--- src/rtl/stb_sample_acc.sv ---
// Equivalent-time sampler: after each strobe rising edge, waits a programmed
// delay, samples the synchronized comparator and accumulates hits over N strobes.
// Software sweeps delay_i across the strobe period to rebuild the edge CDF.
module stb_sample_acc #(
  parameter int T_CNT_WIDTH    = 32,
  parameter int CNT_WIDTH      = 16,
  parameter int TIMEOUT_CYCLES = 2**20
) (
  input  logic                   clk_i,
  input  logic                   rst_i,
  input  logic                   stb_i,
  input  logic                   stb_rdy_i,
  input  logic [T_CNT_WIDTH-1:0] period_i,
  input  logic                   cmp_i,
  input  logic                   start_i,
  input  logic                   abort_i,
  input  logic [T_CNT_WIDTH-1:0] delay_i,
  input  logic [CNT_WIDTH-1:0]   n_samples_i,
  output logic                   busy_o,
  output logic                   done_o,
  output logic                   err_o,
  output logic [CNT_WIDTH-1:0]   hits_o,
  output logic [CNT_WIDTH-1:0]   total_o
);

  localparam int TO_WIDTH = $clog2(TIMEOUT_CYCLES) + 1;
  localparam logic [TO_WIDTH-1:0] TO_LAST = TO_WIDTH'(TIMEOUT_CYCLES - 1);

  typedef enum logic [2:0] {
    ST_IDLE,
    ST_WAIT_STB,
    ST_DELAY,
    ST_SAMPLE,
    ST_DONE
  } state_t;

  state_t                 state_reg;
  logic [T_CNT_WIDTH-1:0] dly_reg;
  logic [T_CNT_WIDTH-1:0] dcnt_reg;
  logic [CNT_WIDTH-1:0]   n_reg;
  logic [TO_WIDTH-1:0]    to_cnt_reg;
  logic                   stb_q_reg;
  logic [1:0]             cmp_sync_reg;

  logic                   stb_rise;
  logic                   cmp_s;
  logic [CNT_WIDTH-1:0]   total_inc;
  logic [CNT_WIDTH-1:0]   hits_inc;

  assign stb_rise  = stb_i & ~stb_q_reg;
  assign cmp_s     = cmp_sync_reg[1];
  assign total_inc = total_o + CNT_WIDTH'(1);
  assign hits_inc  = hits_o + CNT_WIDTH'(cmp_s);

  // Strobe edge detector and two-stage comparator synchronizer.
  always_ff @(posedge clk_i) begin
    if (rst_i) begin
      stb_q_reg    <= 1'b0;
      cmp_sync_reg <= 2'b00;
    end else begin
      stb_q_reg    <= stb_i;
      cmp_sync_reg <= {cmp_sync_reg[0], cmp_i};
    end
  end

  // Run control FSM with registered status outputs and accumulators.
  // The edge cycle is t=0 and SAMPLE is occupied at t=D+1: DELAY therefore
  // holds for exactly D cycles (loaded with D-1), and D=0 skips DELAY.
  always_ff @(posedge clk_i) begin
    if (rst_i) begin
      state_reg  <= ST_IDLE;
      busy_o     <= 1'b0;
      done_o     <= 1'b0;
      err_o      <= 1'b0;
      hits_o     <= '0;
      total_o    <= '0;
      dly_reg    <= '0;
      dcnt_reg   <= '0;
      n_reg      <= '0;
      to_cnt_reg <= '0;
    end else begin
      done_o <= 1'b0;
      if (abort_i && (state_reg != ST_IDLE)) begin
        // Abort silently: no done pulse, error flag and counts untouched.
        state_reg <= ST_IDLE;
        busy_o    <= 1'b0;
      end else begin
        case (state_reg)
          ST_IDLE: begin
            if (start_i && !abort_i) begin
              dly_reg <= delay_i;
              n_reg   <= n_samples_i;
              hits_o  <= '0;
              total_o <= '0;
              if (!stb_rdy_i || (delay_i >= period_i) || (n_samples_i == '0)) begin
                // Rejected request: report immediately without leaving IDLE.
                err_o  <= 1'b1;
                done_o <= 1'b1;
              end else begin
                err_o      <= 1'b0;
                busy_o     <= 1'b1;
                to_cnt_reg <= '0;
                state_reg  <= ST_WAIT_STB;
              end
            end
          end
          ST_WAIT_STB: begin
            if (!stb_rdy_i) begin
              err_o     <= 1'b1;
              done_o    <= 1'b1;
              state_reg <= ST_DONE;
            end else if (stb_rise) begin
              if (dly_reg == '0) begin
                state_reg <= ST_SAMPLE;
              end else begin
                dcnt_reg  <= dly_reg - T_CNT_WIDTH'(1);
                state_reg <= ST_DELAY;
              end
            end else if (to_cnt_reg == TO_LAST) begin
              err_o     <= 1'b1;
              done_o    <= 1'b1;
              state_reg <= ST_DONE;
            end else begin
              to_cnt_reg <= to_cnt_reg + TO_WIDTH'(1);
            end
          end
          ST_DELAY: begin
            if (!stb_rdy_i) begin
              err_o     <= 1'b1;
              done_o    <= 1'b1;
              state_reg <= ST_DONE;
            end else if (dcnt_reg == '0) begin
              state_reg <= ST_SAMPLE;
            end else begin
              dcnt_reg <= dcnt_reg - T_CNT_WIDTH'(1);
            end
          end
          ST_SAMPLE: begin
            if (!stb_rdy_i) begin
              err_o     <= 1'b1;
              done_o    <= 1'b1;
              state_reg <= ST_DONE;
            end else begin
              hits_o  <= hits_inc;
              total_o <= total_inc;
              if (total_inc == n_reg) begin
                done_o    <= 1'b1;
                state_reg <= ST_DONE;
              end else begin
                // Edges seen during DELAY/SAMPLE are dropped; wait for a fresh one.
                to_cnt_reg <= '0;
                state_reg  <= ST_WAIT_STB;
              end
            end
          end
          ST_DONE: begin
            busy_o    <= 1'b0;
            state_reg <= ST_IDLE;
          end
          default: begin
            state_reg <= ST_IDLE;
          end
        endcase
      end
    end
  end

endmodule

--- config.mk ---
export PLATFORM = sky130hd
export DESIGN_NAME = stb_sample_acc
export DESIGN_NICKNAME = d
export VERILOG_FILES = /design/src/rtl/stb_sample_acc.sv
export SDC_FILE = /design/constraint.sdc
export NUM_CORES = 1
export LEC_CHECK = 0
export CAP_MARGIN = 20
export CORE_AREA = 10 10 153 155
export DETAILED_ROUTE_END_ITERATION = 10
export DIE_AREA = 0 0 163 165
export GPL_TIMING_DRIVEN = 0
export PLACE_DENSITY = 0.67
export SETUP_SLACK_MARGIN = 0.4
export SLEW_MARGIN = 20
export SYNTH_ARGS = -nofsm -noshare
export SYNTH_HDL_FRONTEND = slang
export SYNTH_SLANG_ARGS = --single-unit
--- constraint.sdc ---
create_clock -name clk_i -period 4.28 [get_ports clk_i]
set_input_delay 0.428 -clock clk_i [delete_from_list [all_inputs] [get_ports clk_i]]
set_output_delay 0.428 -clock clk_i [all_outputs]
set_load 0.02 [all_outputs]
==> results of run 1 <==
## cells by family after synthesis
| kind of cell | after synthesis |
|---|---|
| simple gates | 512 |
| xor+xnor | 44 |
| mux | 28 |
| fa+ha+maj | 37 |
| buf+inv | 113 |
| flops | 142 |
| compound gates | 299 |
## area by class of cell
class                           count  area [um2]
Clock buffer                       21         460
Clock inverter                     10         161
Multi-Input combinational cell    920        5680
Inverter                           44         165
Buffer                             69         324
Timing Repair Buffer              119        1190
Sequential cell                   142        2840
Tap cell                          270         338
Fill cell                        1960        9010
## worst min path at each step
stage          slack (ns)             from         endpoint  depth (start not counted)
2_1_floorplan        0.41   to_cnt_reg[20]   to_cnt_reg[20]                          2
3_3_place_gp         0.42   to_cnt_reg[20]   to_cnt_reg[20]                          2
3_5_place_dp         0.43  cmp_sync_reg[0]  cmp_sync_reg[1]                          1
4_1_cts              0.43   to_cnt_reg[20]   to_cnt_reg[20]                          2
5_1_grt              0.46  cmp_sync_reg[0]  cmp_sync_reg[1]                          1
6_report             0.44  cmp_sync_reg[0]  cmp_sync_reg[1]                          1
## placed cells by master (no fill, tap or decap), types with 19 or more instances in the layout
master / netlist / routed
xnor2_1: 26 / 26
mux2i_1: 19 / 19
o21ai_0: 60 / 60
ha_1: 37 / 37
clkdlybuf4s50_1: 0 / 119
nor3_1: 43 / 43
inv_1: 44 / 44
nand2_1: 196 / 196
nor2_1: 78 / 78
a21oi_1: 112 / 112
nand4_1: 25 / 25
clkbuf_1: 51 / 50
nor4_1: 23 / 23
a31oi_1: 22 / 22
dfxtp_1: 142 / 142
nand3_1: 46 / 46
## report_power, final
| group | switching (uW) | total, uW | internal, uW |
|---|---|---|---|
| registers | 48.2 | 1410 | 1360 |
| clock network | 586 | 1590 | 1000 |
| logic | 399 | 675 | 276 |
| total | 1030 | 3670 | 2640 |
## per-stage QoR
stage / instance area (um2) / util / total power (uW)
after floorplan: 8980 / - / 1850
after global placement: 10500 / 0.521 / 2080
after detailed placement: 10500 / 0.521 / 2090
after CTS: 11100 / 0.553 / 3680
after global routing: 11200 / 0.553 / 3830
final: 11200 / 0.553 / 3670
## worst max-delay path, cell delays in order (launching register included)
cell	delay, ns
dfxtp_1	0.42
nor3b_1	0.23
buf_4	0.23
buf_4	0.23
buf_4	0.24
buf_6	0.20
mux2i_1	0.20
ha_1	0.16
clkbuf_2	0.21
nor3b_1	0.21
nand4_1	0.17
a21o_4	0.32
nor3_4	0.23
a21oi_1	0.12
a311oi_1	0.25
o41ai_1	0.10
## repair_timing
item                       in CTS  in global routing
hold buffers                    0                  0
pin swaps                       0                  1
buffers inserted                0                  0
resized for setup               6                  7
setup endpoints to repair      12                 10
## per-layer routing
layer  GRT usage  vias to the layer above  wire [um]
met5           0                        -          0
met1       0.275                     4333      12800
met2       0.338                      390      13300
li1            -                     4565          -
met4      0.0721                        0        786
met3      0.0446                       55       2230
==> flow_summary.ini, run 1 <==
[run_status]
run_status = complete, no violations

[floorplan]
fp.dieArea_um2 = 26900
chipWidth_um = 163
die_y_um = 165
placement_rows = 52
placeableCoreArea_um2 = 20200
io-pin-count = 122
initial_utilization = 0.445

[timing]
timing_hold_violations_final = 0
final.period_utilization = 0.858
worst_slack_ns = 0.606
max_slew.worst_pin.slew_ns = 0.898
hold_ws_ns = 0.439
final_max_slew_viol_count = 0
achievable-frequency_mhz = 272
timing.max_slew.rel_slack = 0.399
grt_setup_unrepaired = true
clock_tree_skew_after_final_layout_ns = 0.00716
setup_total_negative_slack_ns = 0
report.final.setup_viol = 0
min_tclk_post_route_ns = 3.67

[drt]
drc = 0
route.detailed.wl_per_inst_um = 18.2
drtAntennaViolNets = 0
route.final.wire_length_um = 29000
drt_first_pass_iters = 5
vias = 9343
drt_first_iter_violations = 1004
route.detailed.vias_per_inst = 5.86

[logic_synthesis]
async_flop_share = 0
synth.area.mux_share = 0.0327
yosys.area.top_type_share = 0.317
synth.net_count = 1299
number_of_flops_mapped_to_enable_cells_by_yosys = 0
yosys_warnings = 0
ys.flop_type = dfxtp_1
synth-seq-area-share = 0.317
ys_ff_latch = 142
netlist.top_cell.by_area = dfxtp_1
post_synth_main_area_contributors = dfxtp_1 32%, nand2_1 8.2%, a21oi_1 6.2%
synthSimpleGateAreaFrac = 0.285
combinational_family_with_the_most_area_after_synthesis = simple AND/OR/NAND/NOR gates
synth_common_cells = 196 x nand2_1, 142 x dfxtp_1, 112 x a21oi_1
synth.avg_cell_area_um2 = 7.64
synth_compound_area_frac = 0.219
synthXorXnorAreaFrac = 0.0429
synthAdderAreaFrac = 0.0516
synth.lib_cells_used.distinct = 77
synthCells = 1175
library_cell_with_the_highest_instance_count_after_synthesis = nand2_1
summed_instance_area_of_the_synthesized_netlist_um2 = 8980

[setup_path]
cp.arrival_ns = 3.97
startpoint = state_reg[1]
timing.critical_path.to_type = register
worst-setup-path-type = register to register
crit_end = dcnt_reg[24]
r2r_start = state_reg[1]
setup.reg_to_reg.worst_slack_ns = 0.61
crit_required_ns = 4.57
cell_count_of_the_worst_reg_to_reg_path = 15
critical_path.max_fanout = 10
worstReg2RegEnd = dcnt_reg[24]
start_kind = register

[power]
power.density_nw_per_um2 = 329
cellLeakagePower_uw = 0.00389
ir_worst_vdd_mv = 0.226

[placed_design]
gp_routability_congestion = 0.937
placed_instances = 1564
placement.setup.worst_slack_ns = -0.387
io_buffers = 119
dpl.hpwl_um = 21700

[global_routing]
grt_antenna_before_repair = 0
grt_pass1_vias = 8696
grt_start_max_net_pins = 17
grt_remaining_overflow = 0
grt_pass1_wl_um = 46000
grt_use_total = 0.211

[clock_network]
cts.htree.levels = 4
clock-sinks = 142
clock_network_latency_to_the_later_pin_of_the_worst_skew_pair_ns = 0.43
tritoncts = built
number_of_buffers_inserted_during_clock_tree_synthesis = 17
longest_clk_path_bufs = 2
clkTransAtPathRegs_ns = 0.06
ctsRootBufferMaster = clkbuf_16

[layout]
finalNetCount = 1437
fin_cells = 1595
num_antenna_cells = 0
proportion_of_layout_cells_with_a_drive_suffix_above_1 = 0.0679
syn2layout_area_growth_pct = 24.3

[min_path]
min-delay-path-class = register to register

[job]
drv.max_cap_violation_count = 0
Power figures use the tool's default switching activity.
==> inputs of run 2 (changes only) <==
- RECOVER_POWER: not set -> 25
- SKIP_LAST_GASP: not set -> 1
==> run 2 against run 1 <==
First-iteration DRC count decreased by 5.8%. Core utilization unchanged. Die area unchanged. Count of clock-buffer cells in the layout unchanged. Critical path type unchanged.
==> flow_summary.ini, run 2 (same netlist as run 1, synthesis figures left out) <==
[run_status]
run_status = complete, no violations

[global_routing]
grt_use_total = 0.211
grt_start_max_net_pins = 17
grt_pass1_wl_um = 46000
grt_antenna_before_repair = 0
grt_remaining_overflow = 0
grt_pass1_vias = 8696

[power]
cell_internal_pwr_uw = 2640
totalPowerFinal_uw = 3680
fraction_of_power_spent_switching_nets = 0.282
net-switching-power_uw = 1040
clock_power_share = 0.433
power.density_nw_per_um2 = 330
seq_power_share = 0.383
ir_worst_vdd_mv = 0.231
cellLeakagePower_uw = 0.00401
p_comb_frac = 0.183

[setup_path]
worst-setup-path-type = register to register
critical_path.max_fanout = 10
cp.arrival_ns = 3.98
crit_family = buffers and inverters
worst_path_most_repeated_cell = buf_4
crit_required_ns = 4.56
start_kind = register
master_of_the_slowest_instance_on_the_critical_path = dfxtp_1
worst-path-buf-inv = 5
timing.critical_path.slowest_cell_delay_ns = 0.42
timing.critical_path.to_type = register
cell_chain_critical_path = nor3b_1 > buf_4 > buf_4 > buf_4 > buf_6 > mux2i_1 > ha_1 > clkbuf_2 > nor3b_1 > nand4_1 > a21o_4 > nor2_1 > and3_1 > a2bb2oi_1 > a31oi_1

[drt]
route.final.wire_length_um = 29000
route.detailed.vias_per_inst = 5.86
route.detailed.wl_per_inst_um = 18.2
drt_first_pass_iters = 6
drc = 0
vias = 9344
drt_first_iter_violations = 946
drtAntennaViolNets = 0

[clock_network]
ctsRootBufferMaster = clkbuf_16
clkTransAtPathRegs_ns = 0.06
clock_network_latency_to_the_later_pin_of_the_worst_skew_pair_ns = 0.43
clock-sinks = 142
cts.htree.levels = 4
hold_fix_buffers_at_cts = 0
longest_clk_path_bufs = 2
number_of_buffers_inserted_during_clock_tree_synthesis = 17
tritoncts = built

[layout]
commonest_non_fill_non_tap_cell_in_the_layout = nand2_1
finalNetCount = 1437
most-common-layout-cells = 196 x nand2_1, 142 x dfxtp_1, 112 x a21oi_1, 84 x clkdlybuf4s50_1, 78 x nor2_1
total_area_of_multi_input_combinational_cells_um2 = 5680
fillCellCount = 1960
ff_latch_area_um2 = 2840
proportion_of_layout_cells_with_a_drive_suffix_above_1 = 0.0679
syn2layout_area_growth_pct = 24.3
num_antenna_cells = 0
finalCoreUtilization = 0.553

[timing]
achievable-frequency_mhz = 270
clock_tree_skew_after_final_layout_ns = 0.00924
report.final.setup_viol = 0
max_slew.worst_pin.slew_ns = 0.927
final.period_utilization = 0.865
final_max_slew_viol_count = 0
timing_hold_violations_final = 0
min_tclk_post_route_ns = 3.70
grt_setup_unrepaired = true
timing.max_slew.rel_slack = 0.377

[placed_design]
dpl.hpwl_um = 21700
gp_routability_congestion = 0.937
io_buffers = 119

[job]
drv.max_cap_violation_count = 0

[floorplan]
placement_rows = 52
chipWidth_um = 163
io-pin-count = 122
placeableCoreArea_um2 = 20200
initial_utilization = 0.445
die_y_um = 165
fp.dieArea_um2 = 26900

[min_path]
min-delay-path-class = register to register
## run 2: cell types whose count changed in the layout (fill, tap and decap cells not counted), sizes merged
cell,change
clkdlybuf4s50,-35
dlygate4sd3,+35
## run 2: stage by stage
step / instance area (um2) / hold slack [ns] / TNS (ns) / cells / worst slack (ns)
2_1_floorplan: 8980 / 0.408 / 0 / 1175 / 0.787
3_3_place_gp: 10500 / 0.415 / -2.10 / 1564 / -0.401
3_5_place_dp: 10500 / 0.427 / -2.13 / 1564 / -0.387
4_1_cts: 11100 / 0.435 / 0 / 1595 / 0.432
5_1_grt: 11200 / 0.465 / 0 / 1595 / 0.384
6_report: 11200 / 0.441 / 0 / 1595 / 0.576
## run 2: worst min-delay path: stages (launching register included)
cell	delay, ns
dfxtp_1	0.31
nand2_1	0.06
a21oi_1	0.03
## run 2: routing by layer
layer / vias to the layer above / wire length [um] / track usage
met5: - / 0 / 0
met4: 0 / 835 / 0.0721
met3: 59 / 2290 / 0.0446
met2: 383 / 13300 / 0.338
met1: 4339 / 12600 / 0.275
li1: 4563 / - / -
## run 2: worst paths after layout
check                   end      startpoint  cells past startpoint  slack, ns
max            dcnt_reg[20]    state_reg[1]                     15       0.58
min          to_cnt_reg[20]  to_cnt_reg[20]                      2       0.44
max reg2reg    dcnt_reg[20]    state_reg[1]                     15       0.58
min reg2reg  to_cnt_reg[20]  to_cnt_reg[20]                      2       0.44
## run 2: final cells by class
type / instances / share of cell area
multi-input cells: 920 / 0.509
well taps: 270 / 0.0303
flip-flops and latches: 142 / 0.255
clock buffers: 21 / 0.0413
repair buffers: 119 / 0.107
plain buffers: 69 / 0.0290
clock inverters: 10 / 0.0145
inverters: 44 / 0.0148
## run 2: repair_timing
| item | 4_1_cts | 5_1_grt |
|---|---|---|
| gates resized for setup | 6 | 7 |
| endpoints found under the setup margin | 12 | 10 |
| setup buffers | 0 | 0 |
| pin swaps | 0 | 1 |
## run 2: power groups by stage
stage | clock (uW) | sequential (uW) | combinational, uW
global route | 1670 | 1410 | 741
CTS | 1610 | 1410 | 663
detailed placement | 0 | 1440 | 653
finish | 1590 | 1410 | 674
floorplan | 0 | 1420 | 422
global placement | 0 | 1440 | 645
